**src/rtl/fifo_wr_arbiter.sv**
```systemverilog
// Round-robin write arbiter for a shared fifo with bounded bursts.
// Optional statistics counters enabled by defining ARB_STATS_EN.
module fifo_wr_arbiter #(
  parameter int N_REQ     = 4,
  parameter int WIDTH     = 16,
  parameter int MAX_BURST = 4,
  localparam int ID_W     = $clog2(N_REQ)
) (
  input  logic                   clk,
  input  logic                   rst_n,
  input  logic [N_REQ-1:0]       req_valid,
  input  logic [N_REQ*WIDTH-1:0] req_data,
  output logic [N_REQ-1:0]       req_ready,
  input  logic                   fifo_full,
  output logic                   fifo_wr_en,
  output logic [WIDTH-1:0]       fifo_wr_data,
  output logic [ID_W-1:0]        grant_id,
  output logic                   busy,
  input  logic                   stat_clr,
  output logic [N_REQ*16-1:0]    stat_beats,
  output logic [15:0]            stat_stall
);

  localparam int CNT_W = $clog2(MAX_BURST + 1);

  typedef enum logic {IDLE, GRANT} state_t;

  state_t           state_q, state_d;
  logic [ID_W-1:0]  grant_q, grant_d;
  logic [ID_W-1:0]  last_q, last_d;
  logic [CNT_W-1:0] beat_q, beat_d;
  logic             found;

  always_ff @(posedge clk or negedge rst_n) begin
    if (!rst_n) begin
      state_q <= IDLE;
      grant_q <= '0;
      last_q  <= ID_W'(N_REQ - 1);
      beat_q  <= '0;
    end else begin
      state_q <= state_d;
      grant_q <= grant_d;
      last_q  <= last_d;
      beat_q  <= beat_d;
    end
  end

  always_comb begin
    state_d      = state_q;
    grant_d      = grant_q;
    last_d       = last_q;
    beat_d       = beat_q;
    found        = 1'b0;
    req_ready    = '0;
    fifo_wr_en   = 1'b0;
    fifo_wr_data = '0;
    busy         = 1'b0;
    unique case (state_q)
      IDLE: begin
        // search starts just after the last winner
        for (int k = 1; k <= N_REQ; k++) begin
          if (!found && req_valid[(int'(last_q) + k) % N_REQ]) begin
            found   = 1'b1;
            grant_d = ID_W'((int'(last_q) + k) % N_REQ);
          end
        end
        if (found) begin
          beat_d  = '0;
          state_d = GRANT;
        end
      end
      GRANT: begin
        busy                = 1'b1;
        req_ready[grant_q]  = !fifo_full;
        fifo_wr_en          = req_valid[grant_q] & !fifo_full;
        fifo_wr_data        = req_data[int'(grant_q)*WIDTH +: WIDTH];
        if (!req_valid[grant_q]) begin
          last_d  = grant_q;
          state_d = IDLE;
        end else if (fifo_wr_en) begin
          if (beat_q == CNT_W'(MAX_BURST - 1)) begin
            last_d  = grant_q;
            state_d = IDLE;
          end else begin
            beat_d = beat_q + CNT_W'(1);
          end
        end
      end
      default: state_d = IDLE;
    endcase
  end

  assign grant_id = grant_q;

`ifdef ARB_STATS_EN
  logic [15:0] beats_q [N_REQ];
  logic [15:0] beats_d [N_REQ];
  logic [15:0] stall_q, stall_d;

  always_comb begin
    stall_d = stall_q;
    for (int i = 0; i < N_REQ; i++) begin
      beats_d[i] = beats_q[i];
      if (stat_clr)
        beats_d[i] = '0;
      else if (fifo_wr_en && grant_q == ID_W'(i) && beats_q[i] != 16'hFFFF)
        beats_d[i] = beats_q[i] + 16'd1;
    end
    if (stat_clr)
      stall_d = '0;
    else if (busy && req_valid[grant_q] && fifo_full && stall_q != 16'hFFFF)
      stall_d = stall_q + 16'd1;
  end

  always_ff @(posedge clk or negedge rst_n) begin
    if (!rst_n) begin
      stall_q <= '0;
      for (int i = 0; i < N_REQ; i++) beats_q[i] <= '0;
    end else begin
      stall_q <= stall_d;
      for (int i = 0; i < N_REQ; i++) beats_q[i] <= beats_d[i];
    end
  end

  always_comb begin
    stat_beats = '0;
    for (int i = 0; i < N_REQ; i++) stat_beats[i*16 +: 16] = beats_q[i];
  end

  assign stat_stall = stall_q;
`else
  logic stat_clr_unused;

  assign stat_clr_unused = stat_clr;
  assign stat_beats      = '0;
  assign stat_stall      = '0;
`endif

endmodule

```
**config.mk**
```make
export PLATFORM = sky130hd
export DESIGN_NAME = fifo_wr_arbiter
export DESIGN_NICKNAME = d
export VERILOG_FILES = /design/src/rtl/fifo_wr_arbiter.sv
export SDC_FILE = /design/constraint.sdc
export NUM_CORES = 1
export LEC_CHECK = 0
export ABC_AREA = 1
export CAP_MARGIN = 5
export CORE_MARGIN = 5
export CORE_UTILIZATION = 32
export CTS_CLUSTER_DIAMETER = 30
export DETAILED_ROUTE_END_ITERATION = 12
export HOLD_SLACK_MARGIN = 0.12
export PLACE_DENSITY = 0.87
export SLEW_MARGIN = 20
export SYNTH_ARGS = -nofsm -noshare
export SYNTH_HDL_FRONTEND = slang
export SYNTH_SLANG_ARGS = --single-unit
```
**constraint.sdc**
```tcl
create_clock -name clk -period 4.77 [get_ports clk]
set_clock_uncertainty 0.1 [all_clocks]
set_input_delay 0.954 -clock clk [delete_from_list [all_inputs] [get_ports clk]]
set_output_delay 0.954 -clock clk [all_outputs]
set_load 0.05 [all_outputs]
```
==> summary.md, run 1 <==
| Metric | Value |
|---|---|
| Synth warn | 0 |
| Num rows | 27 |
| Max VDD drop | about 0.43 mV |
| Crit-path max FO | 3 |
| Iter 0 DRT Violations | 88 |
| CTS Hold Bufs | 0 |
| Dominant synthesized flop cell | dfrtp_1 |
| FF-to-FF End | beat_q[2]$_DFFE_PN0P_ |
| Sequential share of the synthesized area | 0.116 |
| Lkg Pwr | 0.00115 uW |
| Setup Total Neg Slack | 0 ns |
| Gp weighted congestion | 0.921 |
| FF-to-FF setup slack | 2.77 ns |
| Reg power frac | 0.093 |
| Switch Pwr | between 1000 and 1500 uW |
| I/O pin count | 176 |
| Die W | between 80 and 90 um |
| FFs w/ async S/R, synth | 1.00 |
| CP required | about 3.7 ns |
| Internal power | 576 uW |
| Reg-to-Reg Start | grant_id[0]$_DFFE_PN0P_ |
| Slew Viols, Final | 0 |
| Layout Nets | 441 |
| Post-synthesis cell count | 276 |
| Largest area contributor in the netlist | buf_4 |
| Filler cells | about 560 |
| Final std cell area, no fill | 2470 um^2 |
| Power Density | around 670 nW/um^2 |
| RSZ-0062 raised after global routing | false |
| Vias in the first global route | 1,762 |
| Drt total wl | 5300 um |
| Area grow syn2layout | 41.5% |
| Global Route Usage Sum | 0.137 |
| Initial antenna violation count | 0 |
| Yosys reg bits | 8 |
| Max-Cap Viols | 0 |
| Root buf cell | clkbuf_8 |
| Ant diodes | 0 |
| Placed instance area | ~2400 um^2 |
| Net Sw Frac | 0.652 |
| Syn Area/Cell | 6.33 um^2 |
| Average wire per standard cell | 12.1 um |
| Setup Buffers After CTS | 0 |
| Clock power frac | 0.050 |
| Clock slew at reported path FFs | 0.04 ns |
| Pin count of the biggest net entering global routing | 20 |
| Drt pass-1 iters | 4 |
| Critical path origin | req_valid[1] |
| Synth area leaders | buf_4 35%, nand2_1 18%, dfrtp_1 8.6%, a22oi_1 6.9%, a31oi_1 6.1% |
| Vias per cell | 4.31 |
| Global-route wire length before repair | 8190 um |
| Tcrit/Tclk final | 0.820 |
| Clock buffer depth | 2 |
| Layout cells sized above 1 | 0.0712 |
| Fin. Hold Viols | 0 |
| Vias | 1,885 |
| Top cells by count, synth | 84 x nand2_1, 81 x buf_4, 17 x a31oi_1, 16 x a22oi_1, 15 x nand3_1 |
| Die area | around 7000 um^2 |
| HP Class | reg -> reg |
| Worst-margin pin slew | around 0.75 ns |
| Reg2reg path depth | 6 |
| CTS Buf Count | 3 |
| Clk Latency, worst-skew pair | 0.23 ns |
| Grt ovf | 0 |
| Area share of the leading cell type in the synthesized netlist | 0.348 |
| EDFF count, synth | 0 |
| Antenna-violating nets left | 0 |
| Final Setup Violations | 0 |
| DRC Markers | 0 |
| Post-DP HPWL | between 4000 and 5000 um |
| Input/output buffers | 94 |
| Clock period minus final worst setup slack | 3.91 ns |
| Capture point of the worst path | fifo_wr_en |
| Initial core utilization | 0.323 |
| Cts repair resizes | 0 |
| Combinational fraction of design power | 0.857 |
| Critical setup path kind | in -> out |
| Total power | 1650 uW |
| Status | completed |
| Mapped cell area | around 1700 um^2 |
| Clock sinks | 8 |
| Max Fclk | 256 MHz |
| Core area | 5410 um^2 |
| CP arrival | 2.86 ns |
| Yosys cell types | 25 |
| # H-tree levels | 1 |
| Startpoint class of the critical path | input pin |
| Die Ht | between 80 and 90 um |
| Rel. slew slack | 0.502 |
| CP Capture Type | output port |
| CTS tree | built |
| Count leader, synth | nand2_1 |
## sequential cells by signal, summed over array words and instances, names as in the netlist
| register | flops |
|---|---|
| beat_q | 3 |
| grant_id | 2 |
| last_q | 2 |
| state_q | 1 |
## final cells by class
class,instances,area (um^2),share of cell area
multi-input cells,244,1140,0.460
clock buffers,3,41.3,0.0167
inverters,16,60.1,0.0243
well taps,72,90.1,0.0364
flip-flops and latches,8,203,0.0820
repair buffers,94,941,0.381
## power groups by stage
stage / sequential, uW / combinational [uW] / clock, uW
after CTS: 154 / 1420 / 83.8
after global routing: 161 / 1520 / 88.1
after floorplan: 172 / 1070 / 0
after detailed placement: 154 / 1410 / 0
final: 154 / 1420 / 82.5
after global placement: 153 / 1400 / 0
## metal layers
layer / GRT usage / vias to the layer above / wire, um
met5: 0 / - / 0
met4: 0.0336 / 0 / 65
met3: 0.0237 / 7 / 517
li1: - / 924 / -
met2: 0.252 / 107 / 2710
met1: 0.164 / 847 / 2000
## through the flow
stage	util	setup WS [ns]	hold slack, ns	cells
detailed placement	0.450	0.880	0.404	434
global route	0.457	0.801	0.473	437
CTS	0.457	0.854	0.407	437
floorplan	-	1.48	0.367	355
global placement	0.450	0.909	0.391	434
finish	0.457	0.858	0.407	437
## worst max-delay path, stage by stage
cell             delay, ns
clkdlybuf4s50_1       0.52
inv_1                 0.08
nor2_1                0.14
a21oi_2               0.06
a31oi_1               0.24
clkdlybuf4s50_1       0.87
## worst min-delay path by stage
| stage | cells past startpoint | slack, ns | startpoint | end |
|---|---|---|---|---|
| 2_1_floorplan | 1 | 0.37 | beat_q[0]$_DFFE_PN0P_ | beat_q[0]$_DFFE_PN0P_ |
| 3_3_place_gp | 2 | 0.39 | beat_q[1]$_DFFE_PN0P_ | beat_q[1]$_DFFE_PN0P_ |
| 3_5_place_dp | 1 | 0.40 | beat_q[0]$_DFFE_PN0P_ | beat_q[0]$_DFFE_PN0P_ |
| 4_1_cts | 1 | 0.41 | beat_q[0]$_DFFE_PN0P_ | beat_q[0]$_DFFE_PN0P_ |
| 5_1_grt | 2 | 0.47 | beat_q[1]$_DFFE_PN0P_ | beat_q[1]$_DFFE_PN0P_ |
| 6_report | 1 | 0.41 | beat_q[0]$_DFFE_PN0P_ | beat_q[0]$_DFFE_PN0P_ |
## placed cells by master (no fill, tap or decap), types with 2 or more instances in the layout
cell type | synthesis | routed
a22oi_1 | 16 | 16
a31oi_1 | 17 | 17
clkbuf_8 | 0 | 3
clkdlybuf4s50_1 | 0 | 94
conb_1 | 1 | 80
dfrtp_1 | 6 | 6
dfstp_2 | 2 | 2
ha_1 | 2 | 2
inv_1 | 11 | 11
inv_2 | 5 | 5
nand2_1 | 84 | 84
nand2_2 | 5 | 5
nand2_4 | 3 | 3
nand3_1 | 15 | 15
nor2_1 | 6 | 6
nor2_2 | 4 | 4
nor3_1 | 3 | 3
o21ai_0 | 4 | 4
## kinds of logic (layout without fill, tap and decap cells)
family | after synthesis | in the layout | synth area share
buffers and inverters | 103 | 113 | 0.403
adders and majority gates | 2 | 2 | 0.0143
other | 1 | 80 | 0.00215
and+or+nand+nor | 122 | 122 | 0.309
DFF | 8 | 8 | 0.116
AOI/OAI and AO/OA | 40 | 40 | 0.156
No activity file was read; power rests on OpenSTA's default activity.
==> run 2, diff against run 1 <==
--- a/config.mk
+++ b/config.mk
@@ -8,11 +8,11 @@
 export ABC_AREA = 1
 export CAP_MARGIN = 5
 export CORE_MARGIN = 5
-export CORE_UTILIZATION = 32
+export CORE_UTILIZATION = 27
 export CTS_CLUSTER_DIAMETER = 30
 export DETAILED_ROUTE_END_ITERATION = 12
 export HOLD_SLACK_MARGIN = 0.12
-export PLACE_DENSITY = 0.87
+export PLACE_DENSITY = 0.78
 export SLEW_MARGIN = 20
 export SYNTH_ARGS = -nofsm -noshare
 export SYNTH_HDL_FRONTEND = slang
==> constraint.sdc (replaced) <==
create_clock -name clk -period 3.3 [get_ports clk]
set_clock_uncertainty 0.1 [all_clocks]
set_input_delay 0.66 -clock clk [delete_from_list [all_inputs] [get_ports clk]]
set_output_delay 0.66 -clock clk [all_outputs]
set_load 0.05 [all_outputs]
==> summary.md, run 2 (synthesized netlist as in run 1, its figures left out) <==
| Metric | Value |
|---|---|
| Status | completed |
| CP Capture Type | output port |
| Fin cells | 443 (+1.4%) |
| Clock sinks | 8 (unchanged) |
| Final Setup Violations | 0 (unchanged) |
| Crit-path max FO | 17 (+14) |
| Num rows | 29 (+7.4%) |
| Global Route Usage Sum | 0.120 (-0.0178) |
| Post-DP HPWL | 4610 um (+4.2%) |
| Cts repair resizes | 0 (unchanged) |
| Root buf cell | clkbuf_8 |
| Die W | 90.4 um (+7.8%) |
| Clk Latency, worst-skew pair | 0.23 ns (about the same) |
| Clock buffer depth | 2 (unchanged) |
| HP Class | reg -> reg |
| Die Ht | 90.4 um (+7.8%) |
| Rel. slew slack | 0.466 (-0.0359) |
| Reg2reg path depth | 6 (unchanged) |
| Vias | 1,836 (-2.6%) |
| Critical setup path kind | reg -> out |
| CTS Buf Count | 3 (unchanged) |
| Input/output buffers | 94 (unchanged) |
| FF-to-FF End | beat_q[0]$_DFFE_PN0P_ |
| CTS Hold Bufs | 0 (unchanged) |
| Setup Buffers After CTS | 0 (unchanged) |
| Slew Viols, Final | 0 (unchanged) |
| Average wire per standard cell | 12.3 um (+1.5%) |
| Power Density | 971 nW/um^2 (+45%) |
| Max VDD drop | 0.604 mV (+41%) |
| Clock period minus final worst setup slack | roughly 2.8 ns |
| Vias per cell | 4.14 (-3.9%) |
| CTS tree | built |
| Ant diodes | 0 (unchanged) |
| Drt total wl | 5450 um (+2.9%) |
| Setup Total Neg Slack | 0 ns (unchanged) |
| Filler cells | 660 (+18%) |
| Most flop-heavy register | beat_q |
| Critical path origin | grant_id[0]$_DFFE_PN0P_ |
| Capture point of the worst path | fifo_wr_data[13] |
| Area grow syn2layout | 39.8% |
| RSZ-0062 raised after global routing | false |
| Max-Cap Viols | 0 (unchanged) |
| Worst Hold Path Cells | 2 (+1) |
| Antenna-violating nets left | 0 (unchanged) |
| # H-tree levels | 1 (unchanged) |
| Grt ovf | 0 (unchanged) |
| FF-to-FF setup slack | 1.26 ns (-1.51 ns) |
| Layout cells sized above 1 | 0.128 (+0.0572) |
| DRC Markers | 0 (unchanged) |
| Iter 0 DRT Violations | 61 (-31%) |
| Startpoint class of the critical path | register |
| Lkg Pwr | 0.00119 uW (+3.2%) |
| Clock slew at reported path FFs | 0.04 ns (about the same) |
| Vias in the first global route | 1,677 (-4.8%) |
| Pin count of the biggest net entering global routing | 20 (unchanged) |
| CP arrival | 2.09 ns (-0.77 ns) |
| Die area | 8180 um^2 (+16%) |
| Max FFs per register | 3 (unchanged) |
| Initial core utilization | 0.277 (-0.0465) |
| Fin. Hold Viols | 0 (unchanged) |
| Global-route wire length before repair | 8290 um (+1.2%) |
| Commonest non-fill, non-tap cell in the layout | nand2_1 |
| CP required | 2.54 ns (-1.18 ns) |
| Max Fclk | 351 MHz |
| Core area | 6310 um^2 (+17%) |
| Worst-margin pin slew | 0.800 ns (+0.0538 ns) |
| Reg-to-Reg Start | grant_id[0]$_DFFE_PN0P_ |
| Gp weighted congestion | 0.843 (-8.4%) |
| I/O pin count | 176 (unchanged) |
| # placed instances | 439 (+1.2%) |
| Initial antenna violation count | 0 (unchanged) |
| Layout Nets | 441 (unchanged) |
| Drt pass-1 iters | 4 (unchanged) |
| Tcrit/Tclk final | 0.863 |
| Most frequent cells in the layout | 84 x nand2_1, 80 x conb_1, 73 x clkdlybuf4s50_1, 20 x buf_4, 17 x a31oi_1 |
| Layout Utilization | 0.387 (-0.0706) |
run 2: cell types whose count changed in the layout (fill, tap and decap cells not counted), sizes merged:
cell and delta:
buf +21, clkdlybuf4s50 -21, clkbuf +1
run 2: layout make-up:
| type | count | area [um^2] | area share |
|---|---|---|---|
| Multi-Input combinational cell | 244 | 1140 | 0.466 |
| Tap cell | 77 | 96.3 | 0.0394 |
| Inverter | 16 | 60.1 | 0.0246 |
| Sequential cell | 8 | 203 | 0.0830 |
| Clock buffer | 4 | 45.0 | 0.0184 |
| Timing Repair Buffer | 94 | 901 | 0.369 |
run 2: worst min path at each step:
stage | start | to | slack (ns)
final | beat_q[2]$_DFFE_PN0P_ | beat_q[2]$_DFFE_PN0P_ | 0.42
after floorplan | rst_n | beat_q[0]$_DFFE_PN0P_ | 0.26
after CTS | beat_q[2]$_DFFE_PN0P_ | beat_q[2]$_DFFE_PN0P_ | 0.42
after global routing | beat_q[1]$_DFFE_PN0P_ | beat_q[1]$_DFFE_PN0P_ | 0.45
after global placement | beat_q[1]$_DFFE_PN0P_ | beat_q[1]$_DFFE_PN0P_ | 0.39
after detailed placement | beat_q[2]$_DFFE_PN0P_ | beat_q[2]$_DFFE_PN0P_ | 0.41
run 2: stage by stage:
stage / power [uW] / setup WS [ns] / area (um^2) / hold slack [ns]
floorplan: 1800 / 0.390 / 2040 / 0.264
global placement: 2210 / 0.618 / 2400 / 0.391
detailed placement: 2250 / 0.600 / 2400 / 0.411
CTS: 2380 / 0.441 / 2440 / 0.420
global route: 2540 / 0.318 / 2440 / 0.447
finish: 2370 / 0.452 / 2440 / 0.417
run 2: where the power goes:
group	internal, uW	switching [uW]
clock network	83.9	40.2
logic	564	1460
registers	149	74.2
total	797	1570
run 2: routing by layer:
layer  vias up  share of wire  track usage
met4         0         0.0084       0.0310
met3         5          0.081       0.0150
met5         -              0            0
met2        91           0.54        0.227
li1        923              -            -
met1       817           0.37        0.139
run 2: critical path: stages (launching register included):
cell and delay (ns):
dfrtp_1 0.50, nor2_2 0.67, a22oi_1 0.19, a31oi_1 0.24
buf_4 0.24
